[src/rtl/pc_dec_7_3.sv]
// Count-to-word expander: each accepted 3-bit count becomes a 7-bit word with that many ones,
// queued in a DEPTH-entry FIFO; out_total accumulates popcounts of popped words (mod 256).
// Optional build macro PC_DEC_ROTATE_EN rotates the ones pattern by a per-accept pointer.
module pc_dec_7_3 #(
    parameter int DEPTH = 2
) (
    input  logic       clk,
    input  logic       rst,
    input  logic       in_valid,
    output logic       in_ready,
    input  logic [2:0] in_count,
    output logic       out_valid,
    input  logic       out_ready,
    output logic [6:0] out_d,
    output logic [7:0] out_total
);

    localparam int AW = $clog2(DEPTH);
    localparam logic [AW:0] FULL = (AW+1)'(DEPTH);

    function automatic logic [2:0] popcnt7(input logic [6:0] w);
        logic [2:0] s;
        s = 3'd0;
        for (int i = 0; i < 7; i++) s = s + 3'(w[i]);
        return s;
    endfunction

    logic [DEPTH-1:0][6:0] mem_q;
    logic [AW-1:0]         wr_ptr_q, wr_ptr_d;
    logic [AW-1:0]         rd_ptr_q, rd_ptr_d;
    logic [AW:0]           occ_q, occ_d;
    logic [7:0]            total_q, total_d;
    logic [6:0]            therm_w, wr_word, head_w;
    logic                  accept, pop;

    // Handshake depends only on registered occupancy, so a pop never opens a slot the same cycle.
    assign in_ready  = (occ_q != FULL);
    assign out_valid = (occ_q != '0);
    assign accept    = in_valid && in_ready;
    assign pop       = out_valid && out_ready;

    assign head_w    = mem_q[rd_ptr_q];
    assign out_d     = out_valid ? head_w : 7'd0;
    assign out_total = total_q;

    always_comb therm_w = 7'h7f >> (3'd7 - in_count);

`ifdef PC_DEC_ROTATE_EN
    logic [2:0]  rot_q, rot_d;
    logic [13:0] dbl_w;

    // Left rotation within 7 bits: take the upper half of the doubled word after shifting.
    always_comb begin
        dbl_w   = {therm_w, therm_w} << rot_q;
        wr_word = dbl_w[13:7];
        rot_d   = rot_q;
        if (accept) rot_d = (rot_q == 3'd6) ? 3'd0 : rot_q + 3'd1;
    end

    always_ff @(posedge clk) begin
        if (rst) rot_q <= 3'd0;
        else     rot_q <= rot_d;
    end
`else
    always_comb wr_word = therm_w;
`endif

    always_comb begin
        wr_ptr_d = wr_ptr_q;
        rd_ptr_d = rd_ptr_q;
        occ_d    = occ_q;
        total_d  = total_q;
        if (accept) wr_ptr_d = wr_ptr_q + AW'(1);
        if (pop) begin
            rd_ptr_d = rd_ptr_q + AW'(1);
            total_d  = total_q + {5'd0, popcnt7(head_w)};
        end
        case ({accept, pop})
            2'b10:   occ_d = occ_q + (AW+1)'(1);
            2'b01:   occ_d = occ_q - (AW+1)'(1);
            default: occ_d = occ_q;
        endcase
    end

    always_ff @(posedge clk) begin
        if (rst) begin
            wr_ptr_q <= '0;
            rd_ptr_q <= '0;
            occ_q    <= '0;
            total_q  <= 8'd0;
        end else begin
            wr_ptr_q <= wr_ptr_d;
            rd_ptr_q <= rd_ptr_d;
            occ_q    <= occ_d;
            total_q  <= total_d;
        end
    end

    // Storage needs no reset; occupancy gates every read.
    always_ff @(posedge clk) begin
        if (accept) mem_q[wr_ptr_q] <= wr_word;
    end

endmodule

[config.mk]
export PLATFORM = sky130hd
export DESIGN_NAME = pc_dec_7_3
export DESIGN_NICKNAME = d
export VERILOG_FILES = /design/src/rtl/pc_dec_7_3.sv
export SDC_FILE = /design/constraint.sdc
export NUM_CORES = 1
export LEC_CHECK = 0
export CORE_UTILIZATION = 51
export CTS_CLUSTER_SIZE = 12
export DETAILED_ROUTE_END_ITERATION = 7
export HOLD_SLACK_MARGIN = 0.05
export PLACE_DENSITY = 0.78
export SLEW_MARGIN = 20
export SYNTH_ARGS = -nofsm -noshare
export SYNTH_HDL_FRONTEND = slang
export SYNTH_SLANG_ARGS = --single-unit
[constraint.sdc]
create_clock -name clk -period 4.7 [get_ports clk]
set_clock_uncertainty 0.05 [all_clocks]
set_input_delay 0.94 -clock clk [delete_from_list [all_inputs] [get_ports clk]]
set_output_delay 0.94 -clock clk [all_outputs]
set_load 0.02 [all_outputs]
==> impl_results.md <==
- Status: complete, no violations
- Ys Warns: 0
- CTS buffer count: 3
- Max frequency: 248 MHz
- Total GRT Usage: 18.1%
- Final hold slack: 0.440 ns
- Kind of critical path: register to register
- Initial core utilization: 54.4%
- Largest net degree at the start of global routing: 16
- Crit-path cells: mux2i_1 > fa_1 > inv_1 > fa_1 > inv_1 > fa_1 > inv_1 > ha_1 > fa_1 > a21o_1 > a21oi_1 > nor4_1 > o21ba_2
- Setup TNS: 0 ns
- Vias in the first global route: 862
- Final setup fails: 0
- Htree depth: 1
- Hold endpoint: out_total[0]$_SDFFE_PP0P_
- Peak supply drop: 406 uV
- CTS tree: done
- Hold_sp: out_total[0]$_SDFFE_PP0P_
- Die outline area: 2850 sq um
- PwrDens: 733 nW/um^2
- CORE AREA: 2480 sq um
- Clock transition at path regs: 0.15 ns
- Die Height: 53.4 um
- Port Buf Inserts: 23
- Yosys top cell area share: 31.2%
- Post-CTS Setup Bufs: 0
- Critical path required time: 4.88 ns
- Hold Path Depth: 2
- Post-cts sizing count: 0
- NumNets Final: 164
- Post-DP HPWL: 1.83 mm
- Die W: 53.4 um
- Post-synth top area cell: edfxtp_1
- Layout overhead on the synthesized area: 22.3%
- Avg Cell Area, Syn: 11.2 sq um
- Crit-path max cell delay: 0.57 ns
- Layout cells sized above 1: 8.33%
- IO Pins: 24
- R2r setup slk: 0.67 ns
- DR vias/cell: 5.33
- Prevailing post-synth register cell: edfxtp_1
- Slew @ Worst Pin: 0.549 ns
- Num Clock Sinks: 26
- Cells after synthesis: 120
- Core Rows: 18
- Synth Register Bits: 26
- RR Startpoint: rd_ptr_q$_SDFFE_PP0P_
- # diodes: 0
- Root buf cell: clkbuf_4
- Post-synth cell types: 34
- Pins Over Slew Limit: 0
- Antenna viol nets, final: 0
- Skew-Pair Late Insertion Delay: 0.32 ns
- RSZ-0062 raised after global routing: no
- Post-synth ARST share: 0%
- Worst-path fanout max: 8
- DR iter-0 viols: 24
- Crit-path slowest cell: dfxtp_1
- Clock Tree Buf Depth: 2
- Lkg Pwr: 0.647 nW
- Routed WL: 2.32 mm
- Post-Syn Area: 1350 sq um
- Wire per inst: 13.3 um
- Via count: 927
- First-pass GRT wire length: 3.66 mm
- WP data arrival: 4.21 ns
- Post-layout min period: 4.03 ns
- CP startpoint kind: register
- DR pass1 iterations: 4
- Post-synth EDFFs: 14
- FF-to-FF End: out_total[6]$_SDFFE_PP0P_
- Placer Congestion: 0.768
- Sequential-to-total area share from yosys stat: 49.0%
- Crit path top cell by count: fa_1
- Worst min path class: register to register
- Reg2Reg Depth: 13
- Final Cycle Share: 85.7%
- Worst Setup End Kind: register
- Final Hold Violating Endpoints: 0
- Worst slew margin: 63.3%
- Syn nets: 139
- Initial antenna violation count: 0
- Hold-fix buffers, CTS: 0
- Maxcap violations: 0
- Top cells by area, synth: edfxtp_1 (31%), dfxtp_1 (18%), ha_1 (7.4%), fa_1 (5.9%), mux2_2 (4.2%)
- Total gr overflow: 0
- DRC viols: 0
[Yosys cell counts (4+ instances only)]
cell	n
mux2i_1	4
nor2_1	14
nor2b_1	5
ha_1	8
inv_1	8
mux2_2	5
nand2_1	6
edfxtp_1	14
dfxtp_1	12
a21oi_1	5
fa_1	4
[cell usage in the layout (no fill, tap or decap)]
cell type        instances
nand2_1                  6
o21ai_1                  1
a21o_1                   3
xor2_1                   3
inv_1                    8
nor2_1                  14
bufinv_16                1
fa_1                     4
and3_1                   2
mux2i_1                  4
o31a_1                   1
clkbuf_4                 3
nor4_1                   1
a21oi_1                  5
or3_1                    3
o41ai_1                  1
nand3b_1                 1
xnor2_1                  2
or2_2                    1
a211oi_1                 3
ha_1                     8
edfxtp_1                14
o21ai_2                  1
nor2b_1                  5
o21ba_2                  1
nand3_1                  1
mux2_2                   5
dfxtp_1                 12
and2_1                   1
o211ai_1                 1
nand2b_1                 1
o21ai_0                  3
clkdlybuf4s50_1         23
o21a_1                   1
[per-layer routing]
metal | vias to the layer above | GRT usage, % | share of wire [%]
met5 | - | 0 | 0
met4 | 0 | 3.95 | 0
met3 | 0 | 3.45 | 2.3
met2 | 14 | 32.9 | 51
met1 | 443 | 21.7 | 47
li1 | 470 | - | -
[metrics by stage]
stage	area [sq um]	util, %	power, mW	std cells	worst slack (ns)
3_5_place_dp	1600	64.4	1.07	170	0.646
2_1_floorplan	1350	-	0.845	120	0.973
6_report	1650	66.5	1.21	174	0.674
3_3_place_gp	1600	64.4	1.03	170	0.831
4_1_cts	1650	66.5	1.22	174	0.651
5_1_grt	1650	66.5	1.30	174	0.439
[layout make-up]
cell class,instances,area (sq um)
fill,213,830
sequential,26,661
multi-input combinational,83,637
timing repair buffer,23,230
tap,30,37.5
clock inverter,1,30.0
inverter,8,30.0
clock buffer,3,22.5
[state kept, by name, indices dropped and copies added (netlist names)]
| signal | cells |
|---|---|
| rd_ptr_q | 1 |
| out_total | 8 |
| occ_q | 2 |
| wr_ptr_q | 1 |
| mem_q | 14 |
[worst max-delay path by stage]
stage | startpoint | endpoint | slack, ns | cells after the start
2_1_floorplan | rd_ptr_q$_SDFFE_PP0P_ | out_total[6]$_SDFFE_PP0P_ | 0.97 | 14
3_3_place_gp | rd_ptr_q$_SDFFE_PP0P_ | out_total[6]$_SDFFE_PP0P_ | 0.83 | 13
5_1_grt | rd_ptr_q$_SDFFE_PP0P_ | out_total[4]$_SDFFE_PP0P_ | 0.44 | 13
3_5_place_dp | rd_ptr_q$_SDFFE_PP0P_ | out_total[6]$_SDFFE_PP0P_ | 0.65 | 13
4_1_cts | rd_ptr_q$_SDFFE_PP0P_ | out_total[6]$_SDFFE_PP0P_ | 0.65 | 13
6_report | rd_ptr_q$_SDFFE_PP0P_ | out_total[6]$_SDFFE_PP0P_ | 0.67 | 13
[report_power, final]
group	switching, mW	internal, mW
clock	0.0665	0.0861
combinational	0.390	0.338
sequential	0.0380	0.290
[kinds of logic (layout without fill, tap and decap cells)]
logic type,Yosys count,count (layout),synth area share (%)
adder cells (fa/ha/maj),12,12,13.4
buffers and inverters,11,35,3.71
XOR/XNOR,5,5,3.25
multiplexers,9,9,7.15
flip-flops,26,26,49.0
AO/OA/AOI/OAI,21,21,10.5
AND/OR/NAND/NOR,36,36,13.0
[worst max-delay path: cells and delay by family (launching register included)]
family | cells | cell delay, ns
buffers and inverters | 3 | 0.14
DFF | 1 | 0.57
AOI/OAI and AO/OA | 3 | 0.67
muxes | 1 | 0.19
and+or+nand+nor | 1 | 0.09
adders and majority gates | 5 | 2.23
No activity file was read; power rests on OpenSTA's default activity.
